==> src/rtl/alu_arbiter_pkg.sv <==
// alu_arbiter_pkg: shared types and constants for the two-requester ALU arbiter.
//   state_t  - arbiter FSM states (IDLE, EXEC, RESP)
//   NUM_REQ  - number of requesters sharing the ALU
//   OP_*     - ALU operation codes
package alu_arbiter_pkg;
    typedef enum logic [1:0] {IDLE, EXEC, RESP} state_t;
    localparam int NUM_REQ = 2;
    localparam logic [3:0] OP_AND  = 4'b0000;
    localparam logic [3:0] OP_OR   = 4'b0001;
    localparam logic [3:0] OP_ADD  = 4'b0010;
    localparam logic [3:0] OP_SUB  = 4'b0011;
    localparam logic [3:0] OP_SLL  = 4'b0100;
    localparam logic [3:0] OP_SLT  = 4'b0101;
    localparam logic [3:0] OP_XOR  = 4'b0110;
    localparam logic [3:0] OP_SRL  = 4'b0111;
    localparam logic [3:0] OP_SRA  = 4'b1000;
    localparam logic [3:0] OP_NOR  = 4'b1001;
    localparam logic [3:0] OP_SEQ  = 4'b1010;
    localparam logic [3:0] OP_SNE  = 4'b1011;
    localparam logic [3:0] OP_SLTU = 4'b1100;
endpackage

==> src/rtl/alu_arbiter_if.sv <==
// alu_arbiter_if: request/response bus between two requesters and the ALU arbiter.
//   req_valid/req_ready - per-requester request handshake (bit i = requester i)
//   req_op/req_a/req_b  - packed per-requester opcode and operands
//   rsp_valid/rsp_ready - one-hot response handshake to the granted requester
//   rsp_data            - shared result bus, meaningful while a rsp_valid bit is high
//   busy                - arbiter is not idle
//   slave modport: arbiter side; master modport: requester side
interface alu_arbiter_if
    import alu_arbiter_pkg::*;
#(
    parameter int DATA_WIDTH    = 32,
    parameter int OPCODE_LENGTH = 4
);
    logic [NUM_REQ-1:0]               req_valid;
    logic [NUM_REQ-1:0]               req_ready;
    logic [NUM_REQ*OPCODE_LENGTH-1:0] req_op;
    logic [NUM_REQ*DATA_WIDTH-1:0]    req_a;
    logic [NUM_REQ*DATA_WIDTH-1:0]    req_b;
    logic [NUM_REQ-1:0]               rsp_valid;
    logic [NUM_REQ-1:0]               rsp_ready;
    logic [DATA_WIDTH-1:0]            rsp_data;
    logic                             busy;
    modport slave (
        input  req_valid, req_op, req_a, req_b, rsp_ready,
        output req_ready, rsp_valid, rsp_data, busy
    );
    modport master (
        output req_valid, req_op, req_a, req_b, rsp_ready,
        input  req_ready, rsp_valid, rsp_data, busy
    );
endinterface

==> src/rtl/alu_arbiter_alu.sv <==
// alu: combinational team ALU.
//   i_op - operation code, i_a/i_b - SrcA/SrcB, o_y - result
//   Add/sub wrap modulo 2^DATA_WIDTH, shifts use i_b[4:0], undefined opcodes give 0.
module alu
    import alu_arbiter_pkg::*;
#(
    parameter int DATA_WIDTH    = 32,
    parameter int OPCODE_LENGTH = 4
)
(
    input  logic [OPCODE_LENGTH-1:0] i_op,
    input  logic [DATA_WIDTH-1:0]    i_a,
    input  logic [DATA_WIDTH-1:0]    i_b,
    output logic [DATA_WIDTH-1:0]    o_y
);
    logic [4:0] w_sh;
    assign w_sh = i_b[4:0];
    always_comb begin
        case (i_op)
            OPCODE_LENGTH'(OP_AND):  o_y = i_a & i_b;
            OPCODE_LENGTH'(OP_OR):   o_y = i_a | i_b;
            OPCODE_LENGTH'(OP_ADD):  o_y = i_a + i_b;
            OPCODE_LENGTH'(OP_SUB):  o_y = i_a - i_b;
            OPCODE_LENGTH'(OP_SLL):  o_y = i_a << w_sh;
            OPCODE_LENGTH'(OP_SLT):  o_y = DATA_WIDTH'($signed(i_a) < $signed(i_b));
            OPCODE_LENGTH'(OP_XOR):  o_y = i_a ^ i_b;
            OPCODE_LENGTH'(OP_SRL):  o_y = i_a >> w_sh;
            OPCODE_LENGTH'(OP_SRA):  o_y = $signed(i_a) >>> w_sh;
            OPCODE_LENGTH'(OP_NOR):  o_y = ~(i_a | i_b);
            OPCODE_LENGTH'(OP_SEQ):  o_y = DATA_WIDTH'(i_a == i_b);
            OPCODE_LENGTH'(OP_SNE):  o_y = DATA_WIDTH'(i_a != i_b);
            OPCODE_LENGTH'(OP_SLTU): o_y = DATA_WIDTH'(i_a < i_b);
            default:                 o_y = '0;
        endcase
    end
endmodule

==> src/rtl/alu_arbiter.sv <==
// alu_arbiter: shares one ALU between two requesters with round-robin priority.
//   clk   - rising-edge clock
//   reset - asynchronous active-high reset, aborts any transaction in flight
//   bus   - slave side of alu_arbiter_if (request/response handshakes, busy)
module alu_arbiter
    import alu_arbiter_pkg::*;
#(
    parameter int DATA_WIDTH    = 32,
    parameter int OPCODE_LENGTH = 4
)
(
    input logic         clk,
    input logic         reset,
    alu_arbiter_if.slave bus
);
    state_t                   r_state;
    logic                     r_ptr;
    logic                     r_gnt;
    logic                     r_busy;
    logic [NUM_REQ-1:0]       r_rsp_valid;
    logic [OPCODE_LENGTH-1:0] r_op;
    logic [DATA_WIDTH-1:0]    r_a;
    logic [DATA_WIDTH-1:0]    r_b;
    logic [DATA_WIDTH-1:0]    r_rsp_data;
    logic [DATA_WIDTH-1:0]    w_y;
    logic                     w_any;
    logic                     w_gnt;
    assign w_any = |bus.req_valid;
    // Pointer only matters on contention; a lone requester always wins.
    assign w_gnt = &bus.req_valid ? r_ptr : bus.req_valid[1];
    // Ready is combinational so the grant is visible in the accepting cycle;
    // it is masked by reset so every output reads zero while reset is held.
    assign bus.req_ready = (r_state == IDLE && w_any && !reset) ? (w_gnt ? 2'b10 : 2'b01) : 2'b00;
    assign bus.rsp_valid = r_rsp_valid;
    assign bus.rsp_data  = r_rsp_data;
    assign bus.busy      = r_busy;
    alu #(
        .DATA_WIDTH   (DATA_WIDTH),
        .OPCODE_LENGTH(OPCODE_LENGTH)
    ) u_alu (
        .i_op(r_op),
        .i_a (r_a),
        .i_b (r_b),
        .o_y (w_y)
    );
    always_ff @(posedge clk or posedge reset) begin
        if (reset) begin
            r_state     <= IDLE;
            r_ptr       <= 1'b0;
            r_gnt       <= 1'b0;
            r_busy      <= 1'b0;
            r_rsp_valid <= '0;
            r_op        <= '0;
            r_a         <= '0;
            r_b         <= '0;
            r_rsp_data  <= '0;
        end else begin
            case (r_state)
                IDLE: begin
                    if (w_any) begin
                        r_gnt   <= w_gnt;
                        r_op    <= w_gnt ? bus.req_op[2*OPCODE_LENGTH-1:OPCODE_LENGTH] : bus.req_op[OPCODE_LENGTH-1:0];
                        r_a     <= w_gnt ? bus.req_a[2*DATA_WIDTH-1:DATA_WIDTH] : bus.req_a[DATA_WIDTH-1:0];
                        r_b     <= w_gnt ? bus.req_b[2*DATA_WIDTH-1:DATA_WIDTH] : bus.req_b[DATA_WIDTH-1:0];
                        r_busy  <= 1'b1;
                        r_state <= EXEC;
                    end
                end
                EXEC: begin
                    r_rsp_data  <= w_y;
                    r_rsp_valid <= r_gnt ? 2'b10 : 2'b01;
                    r_state     <= RESP;
                end
                RESP: begin
                    // Only the granted requester's rsp_ready closes the response.
                    if (bus.rsp_ready[r_gnt]) begin
                        r_rsp_valid <= '0;
                        r_busy      <= 1'b0;
                        r_ptr       <= ~r_gnt;
                        r_state     <= IDLE;
                    end
                end
                default: r_state <= IDLE;
            endcase
        end
    end
endmodule

==> src/flat_wrapper.sv <==
// flat-port wrapper written by rule: the top's interface ports become plain ports
module alu_arbiter_flat import alu_arbiter_pkg::*;
#(
    parameter int DATA_WIDTH    = 32,
    parameter int OPCODE_LENGTH = 4
)
  (clk, reset, bus_req_valid, bus_req_op, bus_req_a, bus_req_b, bus_rsp_ready, bus_req_ready, bus_rsp_valid, bus_rsp_data, bus_busy);
  alu_arbiter_if #(.DATA_WIDTH(DATA_WIDTH), .OPCODE_LENGTH(OPCODE_LENGTH)) bus_i ();
  input logic clk;
  input logic reset;
  input wire logic [$bits(bus_i.req_valid)-1:0] bus_req_valid;
  input wire logic [$bits(bus_i.req_op)-1:0] bus_req_op;
  input wire logic [$bits(bus_i.req_a)-1:0] bus_req_a;
  input wire logic [$bits(bus_i.req_b)-1:0] bus_req_b;
  input wire logic [$bits(bus_i.rsp_ready)-1:0] bus_rsp_ready;
  output wire logic [$bits(bus_i.req_ready)-1:0] bus_req_ready;
  output wire logic [$bits(bus_i.rsp_valid)-1:0] bus_rsp_valid;
  output wire logic [$bits(bus_i.rsp_data)-1:0] bus_rsp_data;
  output wire logic [$bits(bus_i.busy)-1:0] bus_busy;
  assign bus_i.req_valid = bus_req_valid;
  assign bus_i.req_op = bus_req_op;
  assign bus_i.req_a = bus_req_a;
  assign bus_i.req_b = bus_req_b;
  assign bus_i.rsp_ready = bus_rsp_ready;
  assign bus_req_ready = bus_i.req_ready;
  assign bus_rsp_valid = bus_i.rsp_valid;
  assign bus_rsp_data = bus_i.rsp_data;
  assign bus_busy = bus_i.busy;
  alu_arbiter #(.DATA_WIDTH(DATA_WIDTH), .OPCODE_LENGTH(OPCODE_LENGTH)) u_core (.clk(clk), .reset(reset), .bus(bus_i));
endmodule
==> config.mk <==
export PLATFORM = sky130hd
export DESIGN_NAME = alu_arbiter_flat
export DESIGN_NICKNAME = d
export VERILOG_FILES = /design/src/rtl/alu_arbiter_pkg.sv /design/src/rtl/alu_arbiter_if.sv /design/src/rtl/alu_arbiter_alu.sv /design/src/rtl/alu_arbiter.sv /design/src/flat_wrapper.sv
export SDC_FILE = /design/constraint.sdc
export NUM_CORES = 1
export LEC_CHECK = 0
export BUFFER_PORTS_ARGS = -buffer_cell sky130_fd_sc_hd__buf_4
export CAP_MARGIN = 25
export CORE_ASPECT_RATIO = 0.75
export CORE_UTILIZATION = 35
export DETAILED_ROUTE_END_ITERATION = 6
export GPL_TIMING_DRIVEN = 0
export HOLD_SLACK_MARGIN = 0.06
export SLEW_MARGIN = 20
export SYNTH_ARGS = -nofsm -noshare
export SYNTH_HDL_FRONTEND = slang
export SYNTH_HIERARCHICAL = 1
export SYNTH_SLANG_ARGS = --single-unit
==> constraint.sdc <==
create_clock -name clk -period 6.1 [get_ports clk]
set_input_delay 1.22 -clock clk [delete_from_list [all_inputs] [get_ports clk]]
set_output_delay 1.22 -clock clk [all_outputs]
set_load 0.01 [all_outputs]
==> impl_metrics.yaml <==
critical_path:
  reg2reg_depth: 18
  endpoint_kind: "flip-flop"
  cp.required_ps: 6440
  cp_cell_sequence: "buf_2, inv_1, buf_2, buf_2, clkbuf_1, ha_1, buf_2, nor3_1, o31ai_2, nand3b_2, a31oi_4, o21ai_1, a221o_1, a221oi_2, mux2_1, o311ai_1, nand2_1, nand2_1"
  critPathBufInv: 6
  slowest_delay_ps: 700
  critical-path-slowest-cell: "clkbuf_1"
  cp_max_fo: 11
  r2r_start: "u_core/r_b[2]"
  crit_family: "compound AO/OA/AOI/OAI gates"
  path_class: "flip-flop to flip-flop"
  start_kind: "flip-flop"
  arrival_ps: 5900
  reg2reg_slack_ps: 540
  crit_top_cell: "buf_2"
  r2r-end: "u_core/bus.rsp_data[0]"
synthesis:
  syn-instance-count: 1925
  synth.net_count: 2174
  synth_flop_cell: "dfrtp_1"
  syn_area_per_cell_um2: 7.237
  yosysTopAreaCell: "dfrtp_1"
  synthTopCellsByArea: "dfrtp_1 19%, ha_1 9.4%, a21oi_1 7.7%"
  yosysSeqAreaShare_pct: 19.22
  async_flop_share_pct: 100.0
  ys_types: 90
  synth_area_um2: 13930
  ys_seq_elements: 107
  synth_edf_count: 0
  yosysMostFrequentCell: "nand2_1"
  synth_warnings: 6
  synth_top_area_share_pct: 19.22
  synth_common_cells: "233 x nand2_1, 213 x a21oi_1, 174 x o21ai_0"
detailed_routing:
  drc: 0
  num_vias: 17030
  wl_per_cell_um: 29.43
  ant_nets: 0
  first_pass_iters: 6
  drt_iter0_markers: 2237
  postRouteWirelength_mm: 77.51
  via_per_inst: 6.464
clock_network:
  clk_pin_slew_ps: 90
  cts_resized: 0
  root_buffer: "clkbuf_16"
  cts-htree-levels: 3
  cts_tree: "built"
  clockBufferDepth: 2
  cts_sinks: 107
  ctsHoldBuffers: 0
  cts_made_buffers: 9
  post-cts-setup-buffer-count: 0
  clock_latency_ps: 390
sta:
  layout_setup_ws_ps: 541.4
  fin_crit_sh_pct: 91.12
  slew_headroom_pct: 23.52
  hold_viol: 0
  rsz0062_at_grt: "no"
  setup_viol: 0
  fin_skew_ps: 17.04
  max_freq_ghz: 0.1799
  final_max_slew_viol_count: 0
  tightest_slew_ps: 1135
  post-route-min-period_ps: 5559
  hold_ws_ps: 477.5
flow_run:
  drv_cap: 0
finish:
  nets: 2365
  fill_cells: 4070
  area_growth_pct: 16.60
  drive_gt1_share_pct: 15.56
grt:
  grt_remaining_overflow: 0
  grt_pass1_vias: 16020
  antenna_found_initial: 1
  grt_pass1_wl_mm: 111.5
  grtUsageTotal_pct: 37.87
  grt_max_degree: 59
die:
  core_area_um2: 38710
  initial_core_util_pct: 35.99
  top_level_ports: 179
  die_h_um: 174.8
  row_count: 62
  die-area_um2: 40610
  die_width_um: 232.4
min_path:
  min_path_type: "flip-flop to flip-flop"
  worstHoldStart: "u_core/bus.rsp_data[2]"
  hold_end: "u_core/bus.rsp_data[2]"
  hold_path_depth: 2
place:
  place_congestion: 1.017
  dp_hpwl_mm: 62.90
  place.port_buffers: 177
  pre_cts_ws_ps: 763.3
run_status:
  status: "completed"
==> worst max-delay path by stage <==
stage	to	cells past startpoint	slack, ps	from
6_report	u_core/bus.rsp_data[0]	18	540	u_core/r_b[2]
5_1_grt	u_core/bus.rsp_data[0]	18	320	u_core/r_b[2]
4_1_cts	u_core/bus.rsp_data[0]	18	730	u_core/r_b[2]
3_5_place_dp	u_core/bus.rsp_data[0]	18	760	u_core/r_b[2]
3_3_place_gp	bus_req_ready[1]	4	-120	reset
2_1_floorplan	bus_req_ready[1]	2	960	reset
==> flip-flops by register name (all words and copies together) (netlist names) <==
| signal | flops |
|---|---|
| u_core/bus.busy | 1 |
| u_core/bus.rsp_data | 32 |
| u_core/bus.rsp_valid | 2 |
| u_core/r_a | 32 |
| u_core/r_b | 32 |
| u_core/r_gnt | 1 |
| u_core/r_op | 4 |
| u_core/r_ptr | 1 |
| u_core/r_state | 2 |
==> layout make-up <==
| class | count | area [um2] | share of cell area (%) |
|---|---|---|---|
| Antenna cell | 1 | 2.502 | 0.01541 |
| Buffer | 170 | 777.0 | 4.784 |
| Clock buffer | 10 | 229.0 | 1.410 |
| Clock inverter | 6 | 68.82 | 0.4237 |
| Inverter | 103 | 391.6 | 2.411 |
| Multi-Input combinational cell | 1545 | 10090 | 62.12 |
| Sequential cell | 107 | 2678 | 16.48 |
| Tap cell | 512 | 640.6 | 3.944 |
| Timing Repair Buffer | 180 | 1366 | 8.412 |
==> metrics by stage <==
step / util, % / setup TNS [ps] / instances / area (um2)
after floorplan: - / 0 / 1925 / 13930
after global placement: 41.08 / -122.4 / 2614 / 15900
after detailed placement: 41.19 / 0 / 2617 / 15940
after CTS: 41.95 / 0 / 2633 / 16240
after global routing: 41.95 / 0 / 2633 / 16240
final: 41.96 / 0 / 2634 / 16240
==> worst reg2reg max path, delay by kind of cell (launching register included) <==
kind            cells  cell delay (ps)
compound gates      6             2040
fa+ha+maj           1              220
buf+inv             6             1970
flops               1              420
mux                 1              350
simple gates        4              530
==> layer usage <==
layer,wire length (um),track usage (%),up-vias
li1,-,-,7502
met1,35570,55.78,8341
met2,30730,52.84,1048
met3,8869,10.08,133
met4,2331,11.54,2
met5,13,0,-
==> cells in the final DEF (no fill, tap or decap), types with 13 or more instances in the layout <==
cell type  count
nand2_1      233
a21oi_1      213
buf_4        182
o21ai_0      174
nor2_1       154
dfrtp_1      107
ha_1         105
inv_1         97
clkbuf_1      89
a31oi_1       82
nand3_1       80
buf_2         62
mux2i_1       53
a221oi_1      33
nor3_1        27
a211oi_1      23
o211ai_1      21
a221o_1       20
mux2_2        19
o221ai_1      19
nand2b_1      17
mux4_2        17
o31ai_1       16
a21o_1        16
o2111ai_1     15
nor2b_1       13
o22ai_1       13
==> logic make-up after synthesis <==
kind of cell	after synthesis	synth area share (%)
multiplexers	90	8.173
buffers and inverters	273	8.353
flip-flops	107	19.22
AND/OR/NAND/NOR	595	19.53
XOR/XNOR	5	0.3143
AO/OA/AOI/OAI	748	34.70
adder cells (fa/ha/maj)	107	9.718
Power is left out: the tool's default activity adds up to more than one toggle a clock period on the data nets, which glitch-free logic cannot reach.
